File: src/rtl/led_matrix_scan_ctrl_if.sv
// Host/display bus of the LED matrix scan controller: frame-store writes,
// bank swap handshake, and the decoder/column drive.
interface led_matrix_scan_ctrl_if;
  logic       scan_en;
  logic       wr_en;
  logic [2:0] wr_row;
  logic [7:0] wr_data;
  logic       wr_ready;
  logic       swap_req;
  logic       swap_ack;
  logic       frame_start;
  logic [2:0] row_sel;
  logic       dec_en_b0;
  logic       dec_en_b1;
  logic       dec_en2;
  logic [7:0] col_data;

  modport master (
    output scan_en, wr_en, wr_row, wr_data, swap_req,
    input  wr_ready, swap_ack, frame_start, row_sel,
           dec_en_b0, dec_en_b1, dec_en2, col_data
  );

  modport slave (
    input  scan_en, wr_en, wr_row, wr_data, swap_req,
    output wr_ready, swap_ack, frame_start, row_sel,
           dec_en_b0, dec_en_b1, dec_en2, col_data
  );
endinterface

File: src/rtl/led_matrix_scan_ctrl.sv
// Blanked row scan for an 8x8 LED matrix behind a 74HC138 row decoder, with a
// double-buffered frame store that swaps banks only on frame boundaries.
module led_matrix_scan_ctrl #(
  parameter int DWELL_CYCLES = 4,
  parameter int DWELL_W      = 8
) (
  input  logic                 clk,
  input  logic                 reset,
  led_matrix_scan_ctrl_if.slave bus
);

  // ST_IDLE is the parked blank (scan_en low, or just out of reset); it looks
  // exactly like BLANK on the pins but always leads into a fresh row-0 BLANK.
  typedef enum logic [1:0] {
    ST_IDLE  = 2'd0,
    ST_BLANK = 2'd1,
    ST_DRIVE = 2'd2
  } state_e;

  localparam logic [DWELL_W-1:0] DWELL_LAST = DWELL_W'(DWELL_CYCLES - 1);

  state_e               state_q, state_d;
  logic [2:0]           row_q, row_d;
  logic [DWELL_W-1:0]   dwell_q, dwell_d;
  logic                 front_q, front_d;
  logic                 pending_q, pending_d;
  logic                 parked_q, parked_d;
  logic                 swap_d;
  logic                 fstart_d;
  logic [7:0]           col_d;
  logic                 wr_fire;
  logic [7:0]           bank_q [0:1][0:7];

  logic [2:0]           row_sel_q;
  logic                 dec_en_b_q;
  logic                 dec_en2_q;
  logic [7:0]           col_q;
  logic                 wr_ready_q;
  logic                 swap_ack_q;
  logic                 frame_start_q;

  assign wr_fire = bus.wr_en && wr_ready_q;

  always_comb begin
    state_d   = state_q;
    row_d     = row_q;
    dwell_d   = dwell_q;
    front_d   = front_q;
    pending_d = pending_q;
    parked_d  = parked_q;
    swap_d    = 1'b0;
    fstart_d  = 1'b0;

    if (!bus.scan_en) begin
      state_d  = ST_IDLE;
      row_d    = 3'd0;
      dwell_d  = '0;
      parked_d = 1'b1;
    end else begin
      case (state_q)
        ST_IDLE: begin
          state_d  = ST_BLANK;
          row_d    = 3'd0;
          dwell_d  = '0;
          fstart_d = 1'b1;
        end
        ST_BLANK: begin
          state_d  = ST_DRIVE;
          dwell_d  = '0;
          parked_d = 1'b0;
          // Restarting after a park: nothing is on screen, so swap right away.
          swap_d   = parked_q && pending_q;
        end
        ST_DRIVE: begin
          if (dwell_q == DWELL_LAST) begin
            state_d = ST_BLANK;
            row_d   = row_q + 3'd1;
            dwell_d = '0;
            if (row_q == 3'd7) begin
              fstart_d = 1'b1;
              swap_d   = pending_q;
            end
          end else begin
            dwell_d = dwell_q + DWELL_W'(1);
          end
        end
        default: state_d = ST_IDLE;
      endcase
    end

    // A request arriving in the swap cycle itself waits for the next boundary.
    if (swap_d) begin
      front_d   = ~front_q;
      pending_d = bus.swap_req;
    end else if (bus.swap_req) begin
      pending_d = 1'b1;
    end

    col_d = (state_d == ST_DRIVE) ? bank_q[front_d][row_d] : 8'h00;
  end

  always_ff @(posedge clk) begin
    if (reset) begin
      state_q       <= ST_IDLE;
      row_q         <= 3'd0;
      dwell_q       <= '0;
      front_q       <= 1'b0;
      pending_q     <= 1'b0;
      parked_q      <= 1'b1;
      row_sel_q     <= 3'd0;
      dec_en_b_q    <= 1'b1;
      dec_en2_q     <= 1'b0;
      col_q         <= 8'h00;
      wr_ready_q    <= 1'b1;
      swap_ack_q    <= 1'b0;
      frame_start_q <= 1'b0;
      for (int b = 0; b < 2; b++) begin
        for (int r = 0; r < 8; r++) begin
          bank_q[b][r] <= 8'h00;
        end
      end
    end else begin
      state_q       <= state_d;
      row_q         <= row_d;
      dwell_q       <= dwell_d;
      front_q       <= front_d;
      pending_q     <= pending_d;
      parked_q      <= parked_d;
      row_sel_q     <= row_d;
      dec_en_b_q    <= (state_d != ST_DRIVE);
      dec_en2_q     <= (state_d == ST_DRIVE);
      col_q         <= col_d;
      wr_ready_q    <= ~pending_d;
      swap_ack_q    <= swap_d;
      frame_start_q <= fstart_d;
      if (wr_fire) begin
        bank_q[~front_q][bus.wr_row] <= bus.wr_data;
      end
    end
  end

  assign bus.row_sel     = row_sel_q;
  assign bus.dec_en_b0   = dec_en_b_q;
  assign bus.dec_en_b1   = dec_en_b_q;
  assign bus.dec_en2     = dec_en2_q;
  assign bus.col_data    = col_q;
  assign bus.wr_ready    = wr_ready_q;
  assign bus.swap_ack    = swap_ack_q;
  assign bus.frame_start = frame_start_q;

endmodule

File: src/flat_wrapper.sv
// flat-port wrapper written by rule: the top's interface ports become plain ports
module led_matrix_scan_ctrl_flat 
#(
  parameter int DWELL_CYCLES = 4,
  parameter int DWELL_W      = 8
)
  (clk, reset, bus_scan_en, bus_wr_en, bus_wr_row, bus_wr_data, bus_swap_req, bus_wr_ready, bus_swap_ack, bus_frame_start, bus_row_sel, bus_dec_en_b0, bus_dec_en_b1, bus_dec_en2, bus_col_data);
  led_matrix_scan_ctrl_if bus_i ();
  input  logic clk;
  input  logic reset;
  input wire logic [$bits(bus_i.scan_en)-1:0] bus_scan_en;
  input wire logic [$bits(bus_i.wr_en)-1:0] bus_wr_en;
  input wire logic [$bits(bus_i.wr_row)-1:0] bus_wr_row;
  input wire logic [$bits(bus_i.wr_data)-1:0] bus_wr_data;
  input wire logic [$bits(bus_i.swap_req)-1:0] bus_swap_req;
  output wire logic [$bits(bus_i.wr_ready)-1:0] bus_wr_ready;
  output wire logic [$bits(bus_i.swap_ack)-1:0] bus_swap_ack;
  output wire logic [$bits(bus_i.frame_start)-1:0] bus_frame_start;
  output wire logic [$bits(bus_i.row_sel)-1:0] bus_row_sel;
  output wire logic [$bits(bus_i.dec_en_b0)-1:0] bus_dec_en_b0;
  output wire logic [$bits(bus_i.dec_en_b1)-1:0] bus_dec_en_b1;
  output wire logic [$bits(bus_i.dec_en2)-1:0] bus_dec_en2;
  output wire logic [$bits(bus_i.col_data)-1:0] bus_col_data;
  assign bus_i.scan_en = bus_scan_en;
  assign bus_i.wr_en = bus_wr_en;
  assign bus_i.wr_row = bus_wr_row;
  assign bus_i.wr_data = bus_wr_data;
  assign bus_i.swap_req = bus_swap_req;
  assign bus_wr_ready = bus_i.wr_ready;
  assign bus_swap_ack = bus_i.swap_ack;
  assign bus_frame_start = bus_i.frame_start;
  assign bus_row_sel = bus_i.row_sel;
  assign bus_dec_en_b0 = bus_i.dec_en_b0;
  assign bus_dec_en_b1 = bus_i.dec_en_b1;
  assign bus_dec_en2 = bus_i.dec_en2;
  assign bus_col_data = bus_i.col_data;
  led_matrix_scan_ctrl #(.DWELL_CYCLES(DWELL_CYCLES), .DWELL_W(DWELL_W)) u_core (.clk(clk), .reset(reset), .bus(bus_i));
endmodule
File: config.mk
export PLATFORM = sky130hd
export DESIGN_NAME = led_matrix_scan_ctrl_flat
export DESIGN_NICKNAME = d
export VERILOG_FILES = /design/src/rtl/led_matrix_scan_ctrl_if.sv /design/src/rtl/led_matrix_scan_ctrl.sv /design/src/flat_wrapper.sv
export SDC_FILE = /design/constraint.sdc
export NUM_CORES = 1
export LEC_CHECK = 0
export BUFFER_PORTS_ARGS = -buffer_cell sky130_fd_sc_hd__buf_2
export CORE_AREA = 4 4 164 166
export DETAILED_ROUTE_END_ITERATION = 12
export DIE_AREA = 0 0 168 170
export GPL_TIMING_DRIVEN = 0
export PLACE_DENSITY = 0.54
export SLEW_MARGIN = 10
export SYNTH_ARGS = -nofsm -noshare
export SYNTH_HDL_FRONTEND = slang
export SYNTH_SLANG_ARGS = --single-unit
File: constraint.sdc
create_clock -name clk -period 3.3 [get_ports clk]
set_input_delay 0.825 -clock clk [delete_from_list [all_inputs] [get_ports clk]]
set_output_delay 0.825 -clock clk [all_outputs]
set_load 0.05 [all_outputs]
==> impl_metrics.env, run 1 <==
export IMPL_n_antenna_cell=0
export IMPL_crit_chain="inv_1, ha_2, or4b_4, o211a_1, o21ai_1, clkbuf_1, a21oi_1, a22oi_1, nor3_1, o21ai_0"
export IMPL_finalCoreUtilization_pct=34.9
export IMPL_grt_setup_unrepaired="true"
export IMPL_tightest_slew_ns=1.20
export IMPL_die_width_um=168
export IMPL_worst_setup_path_start_kind="flip-flop"
export IMPL_yosys_most_used_dff="sky130_fd_sc_hd__edfxtp_1"
export IMPL_power_total_mw=4.44
export IMPL_max_clock_freq_ghz=0.304
export IMPL_worst_setup_path_type="flip-flop to flip-flop"
export IMPL_timing_critical_path_depth=10
export IMPL_post_route_min_period_ns=3.29
export IMPL_worst_ir_drop_vdd_uv=272
export IMPL_post_route_drc_count=0
export IMPL_clock_tree_root_cell="sky130_fd_sc_hd__clkbuf_16"
export IMPL_critPathTopFamily="compound AO/OA/AOI/OAI gates"
export IMPL_clock_sinks=157
export IMPL_floorplan_die_height_um=170
export IMPL_path_max_fanout=10
export IMPL_die_outline_area_um2=28600
export IMPL_timing_final_max_slew_violations=0
export IMPL_yosys_warnings=0
export IMPL_finalInstanceArea_um2=8930
export IMPL_worst_setup_path_end_kind="flip-flop"
export IMPL_clock_tree_htree_level_count=4
export IMPL_numPortBuffers=31
export IMPL_worst_endpoint_arrival_ns=3.59
export IMPL_globalRouteTotalUtil_pct=15.1
export IMPL_n_fill_cell=2482
export IMPL_crit_path_max_incr_delay_ns=0.53
export IMPL_fin_tns_setup_ns=0
export IMPL_cts_tree="yes"
export IMPL_count_of_unique_library_cells_instantiated_by_yosys=56
export IMPL_starting_drt_drc_count=694
export IMPL_initial_util_pct=29.4
export IMPL_crit_buf_inv=2
export IMPL_slowest_stage="sky130_fd_sc_hd__or4b_4"
export IMPL_slew_limit_headroom_pct=19.5
export IMPL_cts_buffer_depth=2
export IMPL_grt_pass1_wl_um=33000
export IMPL_mappedNetlistNets=604
export IMPL_layout_cells_most_common="sky130_fd_sc_hd__edfxtp_1"
export IMPL_dp_hpwl_um=15600
export IMPL_finClkSkew_ns=0.0119
export IMPL_drt_total_wl_um=21900
export IMPL_hold_depth=1
export IMPL_clk_latency_worst_skew_pair_ns=0.43
export IMPL_period_share_pct=99.7
export IMPL_synth_area_per_cell_um2=13.0
export IMPL_std_cell_rows=59
export IMPL_leakagePower_nw=3.14
export IMPL_number_of_global_route_vias_before_repair=5501
export IMPL_hold_slack_ns=0.503
export IMPL_gp_congestion=0.955
export IMPL_postCtsHoldBufs=0
export IMPL_powerDensity_nw_per_um2=497
export IMPL_finalHoldViolCount=0
export IMPL_pin_count_of_the_biggest_net_entering_global_routing=17
export IMPL_syn2layout_area_growth_pct=18.6
export IMPL_syn_cell_area_um2=7530
export IMPL_placeableCoreArea_um2=25600
export IMPL_vias_per_cell=5.73
export IMPL_synth_cells=580
export IMPL_drt_wirelength_per_cell_um=22.3
export IMPL_finalNetCount=659
export IMPL_drive_above_1_share_pct=19.1
export IMPL_gr_total_overflow=0
export IMPL_final_cell_mix="sky130_fd_sc_hd__edfxtp_1 (128), sky130_fd_sc_hd__and2_1 (76), sky130_fd_sc_hd__a221oi_1 (36), sky130_fd_sc_hd__buf_2 (34), sky130_fd_sc_hd__nor2_1 (30)"
export IMPL_postSynth_asyncResetShare_pct=0
export IMPL_count_of_flip_flops_with_a_built_in_enable_after_synthesis=128
export IMPL_firstDrtPassIters=5
export IMPL_synth_seq_cells=157
export IMPL_number_of_clock_buffers_inserted_by_tritoncts=17
export IMPL_status="finished, final reports clean"
export IMPL_postPlaceCellArea_um2=8140
export IMPL_drt_antenna_violating_nets=0
export IMPL_seq_area_frac_synth_pct=58.8
export IMPL_drv_max_cap_violation_count=0
export IMPL_route_vias_total=5629
export IMPL_finalSetupViolations=0
export IMPL_worstRegToRegCells=10
export IMPL_ios=33
export IMPL_critical_path_required_ns=3.60
export IMPL_worstHoldPathType="flip-flop to flip-flop"
export IMPL_clk_pin_slew_worst_paths_ns=0.06
export IMPL_antenna_found_initial=0
-- cell families after synthesis --
logic type / Yosys count / share of synthesized area (%)
adder cells (fa/ha/maj): 8 / 1.33
multiplexers: 19 / 5.47
flip-flops: 157 / 58.8
buffers and inverters: 50 / 2.69
XOR/XNOR: 7 / 0.815
AND/OR/NAND/NOR: 172 / 13.1
AO/OA/AOI/OAI: 167 / 17.8
-- registers in the layout, summed over array words and instances (netlist names) --
register,count
u_core.bank_q,128
u_core.bus.wr_ready,1
u_core.bus.dec_en2,1
u_core.front_q,1
u_core.bus.col_data,8
u_core.pending_q,1
u_core.bus.swap_ack,1
u_core.state_q,2
u_core.row_q,3
u_core.parked_q,1
u_core.bus.frame_start,1
u_core.bus.dec_en_b0,1
u_core.dwell_q,8
-- routing by layer --
metal  global-route usage [%]  vias up  part of all wire [%]
li1                         -     2467                     -
met1                     20.3     2807                    44
met2                     23.6      307                    45
met3                     4.46       48                   8.1
met4                     5.05        0                   3.1
met5                        0        -                     0
-- power breakdown --
group	internal (mW)	total, mW	switching [mW]
registers	2.22	2.27	0.0470
logic	0.0757	0.248	0.172
clock network	1.12	1.92	0.804
-- synthesized netlist by cell type, types with 3 or more instances --
library cell | instances | area share, %
sky130_fd_sc_hd__a21oi_1 | 14 | 0.93
sky130_fd_sc_hd__a222oi_1 | 12 | 1.6
sky130_fd_sc_hd__inv_1 | 9 | 0.45
sky130_fd_sc_hd__clkbuf_1 | 33 | 1.6
sky130_fd_sc_hd__buf_2 | 3 | 0.20
sky130_fd_sc_hd__or2_2 | 4 | 0.33
sky130_fd_sc_hd__o41ai_1 | 3 | 0.35
sky130_fd_sc_hd__a2bb2oi_1 | 6 | 0.70
sky130_fd_sc_hd__and2_1 | 76 | 6.3
sky130_fd_sc_hd__xnor2_1 | 3 | 0.35
sky130_fd_sc_hd__xor2_1 | 4 | 0.47
sky130_fd_sc_hd__a22oi_1 | 13 | 1.3
sky130_fd_sc_hd__ha_1 | 8 | 1.3
sky130_fd_sc_hd__edfxtp_1 | 128 | 51
sky130_fd_sc_hd__nand2_1 | 9 | 0.45
sky130_fd_sc_hd__nand2b_1 | 5 | 0.42
sky130_fd_sc_hd__o21ai_0 | 20 | 1.3
sky130_fd_sc_hd__nand3_1 | 7 | 0.47
sky130_fd_sc_hd__nor4_1 | 4 | 0.33
sky130_fd_sc_hd__dfxtp_1 | 29 | 7.7
sky130_fd_sc_hd__a211o_1 | 7 | 0.81
sky130_fd_sc_hd__a221oi_1 | 36 | 4.2
sky130_fd_sc_hd__mux4_2 | 11 | 3.3
sky130_fd_sc_hd__o211ai_1 | 3 | 0.30
sky130_fd_sc_hd__a221o_1 | 24 | 3.2
sky130_fd_sc_hd__and3_1 | 10 | 0.83
sky130_fd_sc_hd__o2bb2ai_1 | 6 | 0.70
sky130_fd_sc_hd__nor2_1 | 31 | 1.5
sky130_fd_sc_hd__o21ai_1 | 3 | 0.20
sky130_fd_sc_hd__a2111oi_0 | 7 | 0.81
sky130_fd_sc_hd__mux4_1 | 5 | 1.7
sky130_fd_sc_hd__nor3_1 | 11 | 0.73
-- area by class of cell --
class	instances	area (µm²)	area share, %
flip-flops and latches	157	4420	49.6
multi-input cells	373	3080	34.5
clock buffers	19	433	4.85
well taps	335	419	4.69
plain buffers	40	204	2.28
repair buffers	36	190	2.13
clock inverters	13	139	1.56
inverters	10	37.5	0.420
-- path summary, 6_finish.rpt --
path / endpoint / slack [ns] / from
min: u_core.parked_q / 0.50 / u_core.parked_q
max: u_core.bus.col_data[3] / 0.01 / u_core.state_q[0]
min reg2reg: u_core.parked_q / 0.50 / u_core.parked_q
max reg2reg: u_core.bus.col_data[3] / 0.01 / u_core.state_q[0]
-- repair_timing --
item                       4_1_cts  5_1_grt
pin swaps                        1        3
setup buffers                    1        1
resized for setup               30       28
setup endpoints to repair       41       44
-- through the flow --
step                      setup WS (ns)  std cells
after global placement           -0.884        946
after floorplan                   0.470        580
after detailed placement         -0.928        949
after global routing             -0.195        983
after CTS                       -0.0380        982
final                            0.0102        983
Note: power is estimated with default switching activity, not from simulation.
==> run 2, diff against run 1 <==
==> constraint.sdc (replaced) <==
create_clock -name clk -period 3.85 [get_ports clk]
set_input_delay 0.9625 -clock clk [delete_from_list [all_inputs] [get_ports clk]]
set_output_delay 0.9625 -clock clk [all_outputs]
set_load 0.05 [all_outputs]
==> impl_metrics.env, run 2 (synthesis results as in run 1) <==
export IMPL_firstDrtPassIters=10
export IMPL_leakagePower_nw=3.06
export IMPL_route_vias_total=5616
export IMPL_crit_chain="inv_1, ha_1, nor4b_2, nand4_1, a211oi_4, buf_2, buf_2, mux4_2, a22oi_1, o21ai_1"
export IMPL_slew_limit_headroom_pct=21.2
export IMPL_finalHoldViolCount=0
export IMPL_post_route_min_period_ns=3.66
export IMPL_critical_path_required_ns=4.12
export IMPL_finalCoreUtilization_pct=34.2
export IMPL_n_antenna_cell=0
export IMPL_worstHoldPathType="flip-flop to flip-flop"
export IMPL_gp_congestion=0.955
export IMPL_syn2layout_area_growth_pct=16.4
export IMPL_worst_setup_path_start_kind="flip-flop"
export IMPL_layout_cells_most_common="sky130_fd_sc_hd__edfxtp_1"
export IMPL_placeableCoreArea_um2=25600
export IMPL_clock_tree_root_cell="sky130_fd_sc_hd__clkbuf_16"
export IMPL_drt_total_wl_um=21700
export IMPL_max_flop_register="u_core.bank_q"
export IMPL_power_total_mw=3.79
export IMPL_timing_critical_path_depth=10
export IMPL_number_of_global_route_vias_before_repair=5505
export IMPL_numPortBuffers=31
export IMPL_grt_pass1_wl_um=32600
export IMPL_finalWorstSetupSlack_ns=0.189
export IMPL_antenna_found_initial=0
export IMPL_die_outline_area_um2=28600
export IMPL_slowest_stage="sky130_fd_sc_hd__a211oi_4"
export IMPL_floorplan_die_height_um=170
export IMPL_tightest_slew_ns=1.17
export IMPL_gr_total_overflow=0
export IMPL_clock_sinks=157
export IMPL_crit_buf_inv=3
export IMPL_timing_final_max_slew_violations=0
export IMPL_drive_above_1_share_pct=15.0
export IMPL_hold_depth=1
export IMPL_post_route_drc_count=0
export IMPL_drt_wirelength_per_cell_um=22.1
export IMPL_finalSetupViolations=0
export IMPL_std_cell_rows=59
export IMPL_critPathTopFamily="compound AO/OA/AOI/OAI gates"
export IMPL_ios=33
export IMPL_globalRouteTotalUtil_pct=15.0
export IMPL_dp_hpwl_um=15600
export IMPL_pin_count_of_the_biggest_net_entering_global_routing=17
export IMPL_drt_antenna_violating_nets=0
export IMPL_period_share_pct=95.1
export IMPL_final_cell_mix="sky130_fd_sc_hd__edfxtp_1 (128), sky130_fd_sc_hd__and2_1 (76), sky130_fd_sc_hd__a221oi_1 (36), sky130_fd_sc_hd__buf_2 (35), sky130_fd_sc_hd__clkbuf_1 (34)"
export IMPL_postCtsSetupBuffers=0
export IMPL_powerDensity_nw_per_um2=433
export IMPL_fin_tns_setup_ns=0
export IMPL_drv_max_cap_violation_count=0
export IMPL_crit_path_max_incr_delay_ns=0.43
export IMPL_worst_setup_path_type="flip-flop to flip-flop"
export IMPL_clk_latency_worst_skew_pair_ns=0.42
export IMPL_number_of_clock_buffers_inserted_by_tritoncts=17
export IMPL_initial_util_pct=29.4
export IMPL_cp_common_cell="sky130_fd_sc_hd__buf_2"
export IMPL_max_clock_freq_ghz=0.273
export IMPL_cts_tree="yes"
export IMPL_path_max_fanout=10
export IMPL_vias_per_cell=5.73
export IMPL_die_width_um=168
export IMPL_cts_buffer_depth=2
export IMPL_status="finished, final reports clean"
export IMPL_pre_cts_setup_slack_ns=-0.457
export IMPL_finClkSkew_ns=0.0114
export IMPL_clock_tree_htree_level_count=4
export IMPL_finalNetCount=656
export IMPL_worst_setup_path_end_kind="flip-flop"
export IMPL_worstRegToRegCells=10
export IMPL_worst_ir_drop_vdd_uv=233
export IMPL_worst_endpoint_arrival_ns=3.93
export IMPL_starting_drt_drc_count=720
export IMPL_clk_pin_slew_worst_paths_ns=0.06
export IMPL_largest_register_ff_count=128
export IMPL_grt_setup_unrepaired="false"
[run 2: worst register-to-register path: stages, from the launching register on]
cell	delay, ns
sky130_fd_sc_hd__dfxtp_1	0.37
sky130_fd_sc_hd__inv_1	0.13
sky130_fd_sc_hd__ha_1	0.32
sky130_fd_sc_hd__nor4b_2	0.31
sky130_fd_sc_hd__nand4_1	0.27
sky130_fd_sc_hd__a211oi_4	0.43
sky130_fd_sc_hd__buf_2	0.38
sky130_fd_sc_hd__buf_2	0.35
sky130_fd_sc_hd__mux4_2	0.36
sky130_fd_sc_hd__a22oi_1	0.42
sky130_fd_sc_hd__o21ai_1	0.18
[run 2: final cells by class]
type / count / area (µm²)
fill: 2498 / 16900
sequential: 157 / 4420
multi-input combinational: 373 / 2970
clock buffer: 19 / 433
tap: 335 / 419
timing repair buffer: 34 / 175
buffer: 39 / 161
clock inverter: 13 / 139
inverter: 10 / 37.5
[run 2: path summary, 6_finish.rpt]
kind / from / end / slack (ns)
worst min-delay path: u_core.parked_q / u_core.parked_q / 0.50
worst max-delay path: u_core.state_q[0] / u_core.bus.col_data[5] / 0.19
worst min register to register: u_core.parked_q / u_core.parked_q / 0.50
worst max register to register: u_core.state_q[0] / u_core.bus.col_data[5] / 0.19
[run 2: where the power goes]
part / switching, mW / total, mW / leakage [nW] / internal (mW)
registers: 0.0403 / 1.94 / 1.56 / 1.90
logic: 0.144 / 0.207 / 1.22 / 0.0627
clock network: 0.681 / 1.64 / 0.277 / 0.959
total: 0.865 / 3.79 / 3.06 / 2.93
[run 2: layer usage]
layer | vias to the layer above | global-route usage [%] | share of wire [%]
met5 | - | 0 | 0
met2 | 329 | 23.2 | 45
met3 | 49 | 4.30 | 9.0
met1 | 2776 | 20.2 | 43
li1 | 2462 | - | -
met4 | 0 | 5.61 | 2.9
[run 2: repair_timing]
item                                   4_1_cts  5_1_grt
endpoints found under the hold margin        0        0
hold buffers                                 0        0
gates resized for setup                      2        7
setup endpoints to repair                    8        6
[run 2: stage by stage]
stage | std cells | cell area (µm²) | hold WS, ns
4_1_cts | 981 | 8720 | 0.502
3_5_place_dp | 949 | 8140 | 0.489
5_1_grt | 980 | 8760 | 0.539
2_1_floorplan | 580 | 7530 | 0.440
6_report | 980 | 8760 | 0.498
3_3_place_gp | 946 | 8100 | 0.467
